`config.mk`:
```
export PLATFORM = sky130hd
export DESIGN_NAME = conv_window_scheduler_flat
export DESIGN_NICKNAME = d
export VERILOG_FILES = /design/src/rtl/conv_window_scheduler_if.sv /design/src/rtl/conv_window_scheduler.sv /design/src/flat_wrapper.sv
export SDC_FILE = /design/constraint.sdc
export NUM_CORES = 1
export LEC_CHECK = 0
export CORE_MARGIN = 2
export CORE_UTILIZATION = 45
export CTS_CLUSTER_DIAMETER = 100
export DETAILED_ROUTE_END_ITERATION = 8
export GPL_TIMING_DRIVEN = 0
export PLACE_DENSITY = 0.73
export SKIP_LAST_GASP = 1
export SYNTH_ARGS = -nofsm -noshare
export SYNTH_HDL_FRONTEND = slang
export SYNTH_SLANG_ARGS = --single-unit
```
`constraint.sdc`:
```
create_clock -name clock -period 4.2 [get_ports clock]
set_clock_uncertainty 0.05 [all_clocks]
set_input_delay 0.63 -clock clock [delete_from_list [all_inputs] [get_ports clock]]
set_output_delay 0.63 -clock clock [all_outputs]
set_load 0.005 [all_outputs]
```
`src/rtl/conv_window_scheduler_if.sv`:
```
// Signal bundle between the convolution window scheduler, its pixel memory
// read port and the convolution engine. The scheduler side is the master.
interface conv_window_scheduler_if #(
  parameter int IMG_SIZE  = 7,
  parameter int KER_SIZE  = 3,
  parameter int WIDTH_BIT = 8,
  parameter int IDX_W     = $clog2(IMG_SIZE),
  parameter int NW        = IMG_SIZE - KER_SIZE + 1,
  parameter int CNT_W     = $clog2(NW * NW + 1)
);
  logic                                   start;
  logic                                   busy;
  logic                                   done;
  logic                                   pix_rd_en;
  logic [IDX_W-1:0]                       pix_row;
  logic [IDX_W-1:0]                       pix_col;
  logic [WIDTH_BIT-1:0]                   pix_rdata;
  logic                                   win_valid;
  logic                                   win_ready;
  logic [KER_SIZE*KER_SIZE*WIDTH_BIT-1:0] win_data;
  logic [IDX_W-1:0]                       win_row;
  logic [IDX_W-1:0]                       win_col;
  logic                                   eng_done;
  logic [CNT_W-1:0]                       win_count;

  modport master (
    input  start, pix_rdata, win_ready, eng_done,
    output busy, done, pix_rd_en, pix_row, pix_col,
    output win_valid, win_data, win_row, win_col, win_count
  );

  modport slave (
    output start, pix_rdata, win_ready, eng_done,
    input  busy, done, pix_rd_en, pix_row, pix_col,
    input  win_valid, win_data, win_row, win_col, win_count
  );
endinterface

```
`src/rtl/conv_window_scheduler.sv`:
```
// Start/done controlled scheduler that walks every KER_SIZE x KER_SIZE window
// origin of an IMG_SIZE x IMG_SIZE image in raster order, fetches the window
// pixels from a 1-cycle-latency memory, presents the packed window to the
// engine over valid/ready and waits for the engine's completion pulse.
// All outputs are registered: each output flop is loaded from the value that
// corresponds to the next state.
module conv_window_scheduler #(
  parameter int IMG_SIZE  = 7,
  parameter int KER_SIZE  = 3,
  parameter int WIDTH_BIT = 8,
  parameter int IDX_W     = $clog2(IMG_SIZE)
) (
  input  logic                    clock,
  input  logic                    nreset,
  conv_window_scheduler_if.master bus
);
  localparam int NW    = IMG_SIZE - KER_SIZE + 1;
  localparam int KK    = KER_SIZE * KER_SIZE;
  localparam int CNT_W = $clog2(NW * NW + 1);
  localparam int FC_W  = $clog2(KK + 1);
  localparam int WIN_W = KK * WIDTH_BIT;

  localparam logic [IDX_W-1:0] LAST_ORG = IDX_W'(NW - 1);
  localparam logic [IDX_W-1:0] KER_LAST = IDX_W'(KER_SIZE - 1);
  localparam logic [FC_W-1:0]  FC_LAST  = FC_W'(KK);

  typedef enum logic [2:0] {
    S_IDLE  = 3'd0,
    S_FETCH = 3'd1,
    S_ISSUE = 3'd2,
    S_WAIT  = 3'd3,
    S_DONE  = 3'd4
  } state_e;

  state_e             state_q, state_d;
  logic [FC_W-1:0]    fetch_cnt_q, fetch_cnt_d;   // FETCH cycle index (read index)
  logic [IDX_W-1:0]   kr_q, kr_d, kc_q, kc_d;     // kernel offset of the read in flight
  logic [IDX_W-1:0]   win_row_q, win_row_d, win_col_q, win_col_d;
  logic [CNT_W-1:0]   win_count_q, win_count_d;
  logic [WIN_W-1:0]   win_data_q, win_data_d;
  logic               busy_q, busy_d, done_q, done_d;
  logic               win_valid_q, win_valid_d, pix_rd_en_q, pix_rd_en_d;
  logic [IDX_W-1:0]   pix_row_q, pix_row_d, pix_col_q, pix_col_d;
  logic [FC_W-1:0]    cap_idx_s;                  // slot receiving this cycle's rdata

  // Next-state, counter and datapath logic; registered outputs follow state_d.
  always_comb begin
    state_d     = state_q;
    fetch_cnt_d = fetch_cnt_q;
    kr_d        = kr_q;
    kc_d        = kc_q;
    win_row_d   = win_row_q;
    win_col_d   = win_col_q;
    win_count_d = win_count_q;
    win_data_d  = win_data_q;
    cap_idx_s   = fetch_cnt_q - FC_W'(1);

    case (state_q)
      S_IDLE: begin
        if (bus.start) begin
          state_d     = S_FETCH;
          fetch_cnt_d = '0;
          kr_d        = '0;
          kc_d        = '0;
          win_row_d   = '0;
          win_col_d   = '0;
          win_count_d = '0;
        end else begin
          state_d = S_IDLE;
        end
      end
      S_FETCH: begin
        // Read k returns one cycle later, so slot k is written at index k+1;
        // the flat slot number equals the raster read index.
        if (fetch_cnt_q != '0) begin
          win_data_d[int'(cap_idx_s) * WIDTH_BIT +: WIDTH_BIT] = bus.pix_rdata;
        end else begin
          win_data_d = win_data_q;
        end
        if (fetch_cnt_q == FC_LAST) begin
          state_d = S_ISSUE;
        end else begin
          fetch_cnt_d = fetch_cnt_q + FC_W'(1);
          if (kc_q == KER_LAST) begin
            kc_d = '0;
            kr_d = kr_q + IDX_W'(1);
          end else begin
            kc_d = kc_q + IDX_W'(1);
          end
        end
      end
      S_ISSUE: begin
        if (bus.win_ready) begin
          state_d = S_WAIT;
        end else begin
          state_d = S_ISSUE;
        end
      end
      S_WAIT: begin
        if (bus.eng_done) begin
          win_count_d = win_count_q + CNT_W'(1);
          if ((win_row_q == LAST_ORG) && (win_col_q == LAST_ORG)) begin
            state_d = S_DONE;
          end else begin
            state_d     = S_FETCH;
            fetch_cnt_d = '0;
            kr_d        = '0;
            kc_d        = '0;
            if (win_col_q == LAST_ORG) begin
              win_col_d = '0;
              win_row_d = win_row_q + IDX_W'(1);
            end else begin
              win_col_d = win_col_q + IDX_W'(1);
            end
          end
        end else begin
          state_d = S_WAIT;
        end
      end
      S_DONE: begin
        state_d = S_IDLE;
      end
      default: begin
        state_d = S_IDLE;
      end
    endcase

    busy_d      = (state_d == S_FETCH) || (state_d == S_ISSUE) || (state_d == S_WAIT);
    done_d      = (state_d == S_DONE);
    win_valid_d = (state_d == S_ISSUE);
    pix_rd_en_d = (state_d == S_FETCH) && (fetch_cnt_d != FC_LAST);
    // Addresses are driven only with a read so they never leave the image.
    if (pix_rd_en_d) begin
      pix_row_d = win_row_d + kr_d;
      pix_col_d = win_col_d + kc_d;
    end else begin
      pix_row_d = '0;
      pix_col_d = '0;
    end
  end

  // State and output registers with synchronous active-high reset.
  always_ff @(posedge clock) begin
    if (nreset) begin
      state_q     <= S_IDLE;
      fetch_cnt_q <= '0;
      kr_q        <= '0;
      kc_q        <= '0;
      win_row_q   <= '0;
      win_col_q   <= '0;
      win_count_q <= '0;
      win_data_q  <= '0;
      busy_q      <= 1'b0;
      done_q      <= 1'b0;
      win_valid_q <= 1'b0;
      pix_rd_en_q <= 1'b0;
      pix_row_q   <= '0;
      pix_col_q   <= '0;
    end else begin
      state_q     <= state_d;
      fetch_cnt_q <= fetch_cnt_d;
      kr_q        <= kr_d;
      kc_q        <= kc_d;
      win_row_q   <= win_row_d;
      win_col_q   <= win_col_d;
      win_count_q <= win_count_d;
      win_data_q  <= win_data_d;
      busy_q      <= busy_d;
      done_q      <= done_d;
      win_valid_q <= win_valid_d;
      pix_rd_en_q <= pix_rd_en_d;
      pix_row_q   <= pix_row_d;
      pix_col_q   <= pix_col_d;
    end
  end

  assign bus.busy      = busy_q;
  assign bus.done      = done_q;
  assign bus.pix_rd_en = pix_rd_en_q;
  assign bus.pix_row   = pix_row_q;
  assign bus.pix_col   = pix_col_q;
  assign bus.win_valid = win_valid_q;
  assign bus.win_data  = win_data_q;
  assign bus.win_row   = win_row_q;
  assign bus.win_col   = win_col_q;
  assign bus.win_count = win_count_q;
endmodule

```
`src/flat_wrapper.sv`:
```
// flat-port wrapper written by rule: the top's interface ports become plain ports
module conv_window_scheduler_flat 
#(
  parameter int IMG_SIZE  = 7,
  parameter int KER_SIZE  = 3,
  parameter int WIDTH_BIT = 8,
  parameter int IDX_W     = $clog2(IMG_SIZE)
)
  (clock, nreset, bus_start, bus_pix_rdata, bus_win_ready, bus_eng_done, bus_busy, bus_done, bus_pix_rd_en, bus_pix_row, bus_pix_col, bus_win_valid, bus_win_data, bus_win_row, bus_win_col, bus_win_count);
  conv_window_scheduler_if #(.IMG_SIZE(IMG_SIZE), .KER_SIZE(KER_SIZE), .WIDTH_BIT(WIDTH_BIT), .IDX_W(IDX_W)) bus_i ();
  input  logic clock;
  input  logic nreset;
  input wire logic [$bits(bus_i.start)-1:0] bus_start;
  input wire logic [$bits(bus_i.pix_rdata)-1:0] bus_pix_rdata;
  input wire logic [$bits(bus_i.win_ready)-1:0] bus_win_ready;
  input wire logic [$bits(bus_i.eng_done)-1:0] bus_eng_done;
  output wire logic [$bits(bus_i.busy)-1:0] bus_busy;
  output wire logic [$bits(bus_i.done)-1:0] bus_done;
  output wire logic [$bits(bus_i.pix_rd_en)-1:0] bus_pix_rd_en;
  output wire logic [$bits(bus_i.pix_row)-1:0] bus_pix_row;
  output wire logic [$bits(bus_i.pix_col)-1:0] bus_pix_col;
  output wire logic [$bits(bus_i.win_valid)-1:0] bus_win_valid;
  output wire logic [$bits(bus_i.win_data)-1:0] bus_win_data;
  output wire logic [$bits(bus_i.win_row)-1:0] bus_win_row;
  output wire logic [$bits(bus_i.win_col)-1:0] bus_win_col;
  output wire logic [$bits(bus_i.win_count)-1:0] bus_win_count;
  assign bus_i.start = bus_start;
  assign bus_i.pix_rdata = bus_pix_rdata;
  assign bus_i.win_ready = bus_win_ready;
  assign bus_i.eng_done = bus_eng_done;
  assign bus_busy = bus_i.busy;
  assign bus_done = bus_i.done;
  assign bus_pix_rd_en = bus_i.pix_rd_en;
  assign bus_pix_row = bus_i.pix_row;
  assign bus_pix_col = bus_i.pix_col;
  assign bus_win_valid = bus_i.win_valid;
  assign bus_win_data = bus_i.win_data;
  assign bus_win_row = bus_i.win_row;
  assign bus_win_col = bus_i.win_col;
  assign bus_win_count = bus_i.win_count;
  conv_window_scheduler #(.IMG_SIZE(IMG_SIZE), .KER_SIZE(KER_SIZE), .WIDTH_BIT(WIDTH_BIT), .IDX_W(IDX_W)) u_core (.clock(clock), .nreset(nreset), .bus(bus_i));
endmodule
```
==> results of run 1 <==
## cell type report
type / instances / area (sq um)
fill: 919 / 4150
multi-input combinational: 366 / 2460
sequential: 106 / 2120
timing repair buffer: 104 / 1040
tap: 136 / 170
clock buffer: 9 / 124
buffer: 21 / 93.8
clock inverter: 7 / 70.1
inverter: 14 / 52.6
## worst max-delay path, delay by kind of cell, from the launching register on
kind,cells,cell delay [ns]
buffers and inverters,2,0.41
DFF,1,0.41
AOI/OAI and AO/OA,1,0.39
and+or+nand+nor,5,0.75
adders and majority gates,2,0.76
muxes,1,0.22
## per-stage QoR
| step | hold WS [ns] | instances | worst slack [ns] | total power (uW) |
|---|---|---|---|---|
| finish | 0.413 | 763 | 1.07 | 1750 |
| global route | 0.440 | 763 | 0.830 | 1820 |
| CTS | 0.410 | 763 | 1.12 | 1770 |
| detailed placement | 0.393 | 747 | 0.838 | 1170 |
| global placement | 0.391 | 747 | 0.822 | 1170 |
| floorplan | 0.398 | 507 | 1.55 | 1120 |
## flip-flops by register name, indices dropped and copies added, names as in the netlist, 3 cells and up
register              count
u_core.fetch_cnt_q        4
u_core.bus.win_count      5
u_core.bus.win_row        3
u_core.state_q            3
u_core.bus.win_col        3
u_core.bus.pix_row        3
u_core.bus.pix_col        3
u_core.kr_q               3
u_core.kc_q               3
u_core.bus.win_data      72
## placed cells by master, fill, tap and decap left out, types with 14 or more instances in the layout
| master | instances |
|---|---|
| nand3_1 | 20 |
| ha_1 | 15 |
| and2_1 | 26 |
| nor2_1 | 87 |
| mux2i_1 | 57 |
| dfxtp_1 | 106 |
| nand2_1 | 30 |
| clkdlybuf4s50_1 | 104 |
| inv_1 | 14 |
| a21oi_1 | 25 |
## metal layers
| layer | vias up | routed length, um | global-route usage [%] |
|---|---|---|---|
| li1 | 1968 | - | - |
| met1 | 1915 | 5600 | 28.6 |
| met2 | 95 | 5470 | 33.8 |
| met3 | 14 | 497 | 2.82 |
| met4 | 0 | 153 | 6.59 |
| met5 | - | 0 | 0 |
## worst min path at each step
stage / slack (ns) / endpoint / start / cells past startpoint
2_1_floorplan: 0.40 / u_core.bus.win_data[0] / u_core.bus.win_data[0] / 2
3_3_place_gp: 0.39 / u_core.bus.win_data[7] / u_core.bus.win_data[7] / 2
3_5_place_dp: 0.39 / u_core.bus.win_data[2] / u_core.bus.win_data[2] / 2
4_1_cts: 0.41 / u_core.bus.win_data[7] / u_core.bus.win_data[7] / 2
5_1_grt: 0.44 / u_core.bus.win_data[6] / u_core.bus.win_data[6] / 2
6_report: 0.41 / u_core.bus.win_data[7] / u_core.bus.win_data[7] / 2
## logic make-up (layout without fill, tap and decap cells)
| family | count (synthesis) | after routing |
|---|---|---|
| compound gates | 60 | 60 |
| xor+xnor | 11 | 11 |
| fa+ha+maj | 17 | 17 |
| buf+inv | 35 | 155 |
| flops | 106 | 106 |
| mux | 58 | 58 |
| simple gates | 220 | 220 |
## power groups by stage
stage	Clock, uW	Sequential [uW]	Combinational, uW
finish	607	1010	133
global route	657	1020	144
detailed placement	0	1040	131
global placement	0	1040	129
floorplan	0	1040	81.5
CTS	620	1010	132
==> results_dict.tcl, run 1 <==
set metrics [dict create \
    syn_avg_cell_area_sq_um 9.32 \
    cts.repair.resized 0 \
    fin_setup_tns_ns 0 \
    synth_top_family_by_area "simple AND/OR/NAND/NOR gates" \
    start_util_pct 46.0 \
    p_sw_uw 465 \
    period_share_pct 74.4 \
    path_cells "buf_2, inv_1, ha_1, nand2_1, nor2_1, ha_1, nand4_2, a21oi_1, nand2_2, mux2i_1, nor2_1" \
    fin_crit_ns 3.13 \
    finalMaxSlewViolations 0 \
    drc_errors 0 \
    yosys.area_share.simple_pct 24.0 \
    clkSinkCount 106 \
    cp-end-kind "flip-flop" \
    drive_gt1_share_pct 6.86 \
    drtIter0Drc 171 \
    critPathSlowestCell "dfxtp_1" \
    synth-seq-area-share_pct 44.9 \
    grt_pass1_wl_um 18700 \
    maxCapViolCount 0 \
    synth_xor_area_share_pct 2.67 \
    crit_type "reg2reg" \
    r2r-start "u_core.fetch_cnt_q[0]" \
    timing.rr.end "u_core.bus.win_data[57]" \
    reg2reg_depth 11 \
    yosysWarnings 0 \
    synth.area.mux_share_pct 12.3 \
    dieArea_sq_um 11300 \
    async_flop_share_pct 0 \
    wl_per_cell_um 15.4 \
    synth_fa_ha_area_share_pct 4.82 \
    syn_to_final_growth_pct 29.7 \
    endpoint "u_core.bus.win_data[57]" \
    rrSetupSlack_ns 1.07 \
    worstPathArrival_ns 3.32 \
    antenna_found_initial 0 \
    vdd.ir_drop.worst_mv 0.173 \
    seq_power_share_pct 57.8 \
    p_comb_share_pct 7.6 \
    insertion_delay_ns 0.37 \
    clk_pin_slew_ns 0.10 \
    nNetsFinal 652 \
    post-dp-hpwl_um 8620 \
    avgViaCountPerCell 5.23 \
    p_leak_uw 0.00255 \
    cp_slowest_stage_delay_ns 0.41 \
    ctsLongestPathBuffers 2 \
    grt_overflow_total 0 \
    grt_use_total_pct 20.8 \
    worst_pin_slew_ns 0.732 \
    grt_pass1_vias 3694 \
    drtAntennaViolNets 0 \
    synthMostInstantiatedCell "dfxtp_1" \
    cp_data_required_time_ns 4.39 \
    coreArea_sq_um 10300 \
    synth-edff-count 0 \
    io_pins 106 \
    p_sw_share_pct 26.5 \
    drtPass1Iterations 5 \
    synthTopCellsByArea "dfxtp_1 45%, mux2i_1 12%, nor2_1 6.9%" \
    p_clk_share_pct 34.6 \
    vias 3992 \
    yosys-top-cells-count "106 x dfxtp_1, 87 x nor2_1, 57 x mux2i_1, 30 x nand2_1, 26 x and2_1" \
    synth_cell_type_count 54 \
    wl_um 11700 \
    synth-compound-area-share_pct 8.18 \
    synthCells 507 \
    cts-root-buf "clkbuf_8" \
    post_cts_buffers 0 \
    die_x_um 106 \
    num_rows 37 \
    critPathLaunch "u_core.fetch_cnt_q[0]" \
    die_h_um 106 \
    synth-main-ff-cell "dfxtp_1" \
    cts_buffers 9 \
    hold_viol_final 0 \
    setup_violations 0 \
    synth_top_area_share_pct 44.9 \
    yosysTopAreaCell "dfxtp_1" \
    placed_area_sq_um 5940 \
    syn_area_sq_um 4720 \
    status "finished, final reports clean" \
    pwr_density_cell_nw_per_um2 286 \
    p_int_uw 1290 \
    cts_tree "yes" \
    cp_max_fo 10 \
    hp-class "reg2reg" \
    diodes 0 \
    syn_nets 537 \
    clock.fmax_mhz 320 \
    postCtsHoldBufs 0 \
    portBuffers 104 \
    relSlewSlack_pct 51.1 \
    grt_max_degree 21 \
    synth_seq_cells 106 \
    grt_setup_unrepaired "false" \
    fin_area_sq_um 6130 \
    htree_levels 3 \
    fin_util_pct 59.6 \
    place_congestion 0.839 \
    critPathLaunchType "flip-flop" \
]
(Power assumes the default switching activity.)
==> run 2, diff against run 1 <==
Clock period 4.2 ns to 3.2 ns, I/O delays scaled along.
==> run 2 against run 1 <==
  * Hold slack got worse by 0.025 ns
  * Critical endpoint unchanged
  * Via count increased by 0.58%
  * Register-to-register slack got worse by 0.96 ns
  * Global-route usage unchanged
  * Final cell count unchanged
==> results_dict.tcl, run 2 (synthesis gave the netlist of run 1 again) <==
set metrics [dict create \
    avgViaCountPerCell 5.26 \
    post-dp-hpwl_um 8620 \
    cp_data_required_time_ns 3.39 \
    grt_use_total_pct 20.8 \
    layout.cells.most_common "dfxtp_1" \
    worst_pin_slew_ns 0.681 \
    fin_area_sq_um 6160 \
    coreArea_sq_um 10300 \
    cts-root-buf "clkbuf_8" \
    p_sw_uw 614 \
    htree_levels 3 \
    grt_pass1_wl_um 18700 \
    drtPass1Iterations 5 \
    cp_max_fo 10 \
    drtAntennaViolNets 0 \
    insertion_delay_ns 0.37 \
    p_int_uw 1690 \
    antenna_found_initial 0 \
    finalMaxSlewViolations 0 \
    drive_gt1_share_pct 7.34 \
    placed_area_sq_um 5940 \
    fillers 912 \
    p_leak_uw 0.00256 \
    timing.rr.end "u_core.bus.win_data[57]" \
    hold_path_startpoint "nreset" \
    place_congestion 0.839 \
    p_comb_share_pct 7.7 \
    hold_viol_final 0 \
    period_share_pct 96.3 \
    status "finished, final reports clean" \
    portBuffers 104 \
    vias 4015 \
    grt_setup_unrepaired "true" \
    die_h_um 106 \
    syn_to_final_growth_pct 30.4 \
    final_cell_mix "106 x dfxtp_1, 104 x clkdlybuf4s50_1, 87 x nor2_1" \
    drc_errors 0 \
    wl_per_cell_um 15.6 \
    p_total_uw 2310 \
    r2r-start "u_core.fetch_cnt_q[0]" \
    fin_setup_tns_ns 0 \
    die_x_um 106 \
    clk_pin_slew_ns 0.10 \
    cp-end-kind "flip-flop" \
    wl_um 11900 \
    num_rows 37 \
    worstPathArrival_ns 3.28 \
    io_pins 106 \
    vdd.ir_drop.worst_mv 0.226 \
    drtIter0Drc 180 \
    dieArea_sq_um 11300 \
    crit_type "reg2reg" \
    diodes 0 \
    clock.fmax_mhz 324 \
    relSlewSlack_pct 54.3 \
    fin_hold_ws_ns 0.387 \
    clkSinkCount 106 \
    p_sw_share_pct 26.6 \
    postCtsHoldBufs 0 \
    reg2reg_depth 11 \
    rrSetupSlack_ns 0.12 \
    grt_pass1_vias 3694 \
    maxCapViolCount 0 \
    setup_violations 0 \
    min_to "u_core.state_q[1]" \
    grt_max_degree 21 \
    dp.cells 747 \
    largest_reg_flops 72 \
    hp-class "in2reg" \
    fin_crit_ns 3.08 \
    ctsLongestPathBuffers 2 \
    pwr_density_cell_nw_per_um2 375 \
    stdcell_count 763 \
    cts_tree "yes" \
    seq_power_share_pct 57.7 \
    cts_buffers 9 \
    critPathLaunchType "flip-flop" \
    start_util_pct 46.0 \
    nNetsFinal 652 \
    p_clk_share_pct 34.6 \
    hold_depth 2 \
    grt_overflow_total 0 \
]
[run 2: through the flow]
step	setup WS [ns]	utilization, %
2_1_floorplan	0.553	-
3_3_place_gp	-0.0284	57.8
4_1_cts	0.118	59.6
6_report	0.117	59.9
5_1_grt	-0.0751	59.9
3_5_place_dp	-0.0119	57.8
[run 2: critical path, stage by stage, from the launching register on]
cell     delay, ns
dfxtp_1       0.42
buf_2         0.26
inv_1         0.16
ha_1          0.43
nand2_1       0.22
nor2_1        0.07
ha_1          0.36
nand4_2       0.17
a21oi_2       0.31
nand2_2       0.24
mux2i_1       0.21
nor2_1        0.06
[run 2: layout make-up]
type	count	area, sq um	area share (%)
Buffer	20	90.1	1.46
Clock buffer	9	124	2.01
Clock inverter	7	70.1	1.14
Inverter	14	52.6	0.853
Multi-Input combinational cell	366	2470	40.1
Sequential cell	106	2120	34.5
Tap cell	136	170	2.76
Timing Repair Buffer	105	1060	17.2
[run 2: how the worst max path moves through the flow]
stage	startpoint	end	cells past startpoint
finish	u_core.fetch_cnt_q[0]	u_core.bus.win_data[57]	11
global route	u_core.fetch_cnt_q[0]	u_core.bus.win_data[50]	11
CTS	u_core.fetch_cnt_q[0]	u_core.bus.win_data[57]	11
detailed placement	bus_eng_done	u_core.bus.pix_col[2]	10
global placement	bus_start	u_core.bus.pix_col[2]	8
floorplan	u_core.fetch_cnt_q[1]	u_core.bus.pix_col[2]	9
[run 2: timing repair]
item	CTS	global route
setup buffers	0	1
endpoints found under the setup margin	0	54
resized for setup	0	3
[run 2: metal layers]
| layer | share of wire [%] | global-route usage (%) |
|---|---|---|
| met5 | 0 | 0 |
| met4 | 1.4 | 6.59 |
| met1 | 47 | 28.6 |
| met3 | 4.7 | 2.82 |
| met2 | 47 | 33.8 |
[run 2: power groups by stage]
stage               Clock [uW]  Combinational (uW)  Sequential, uW
floorplan                    0                 107            1360
global placement             0                 169            1360
detailed placement           0                 172            1360
CTS                        814                 174            1330
global route               862                 192            1330
finish                     799                 177            1330
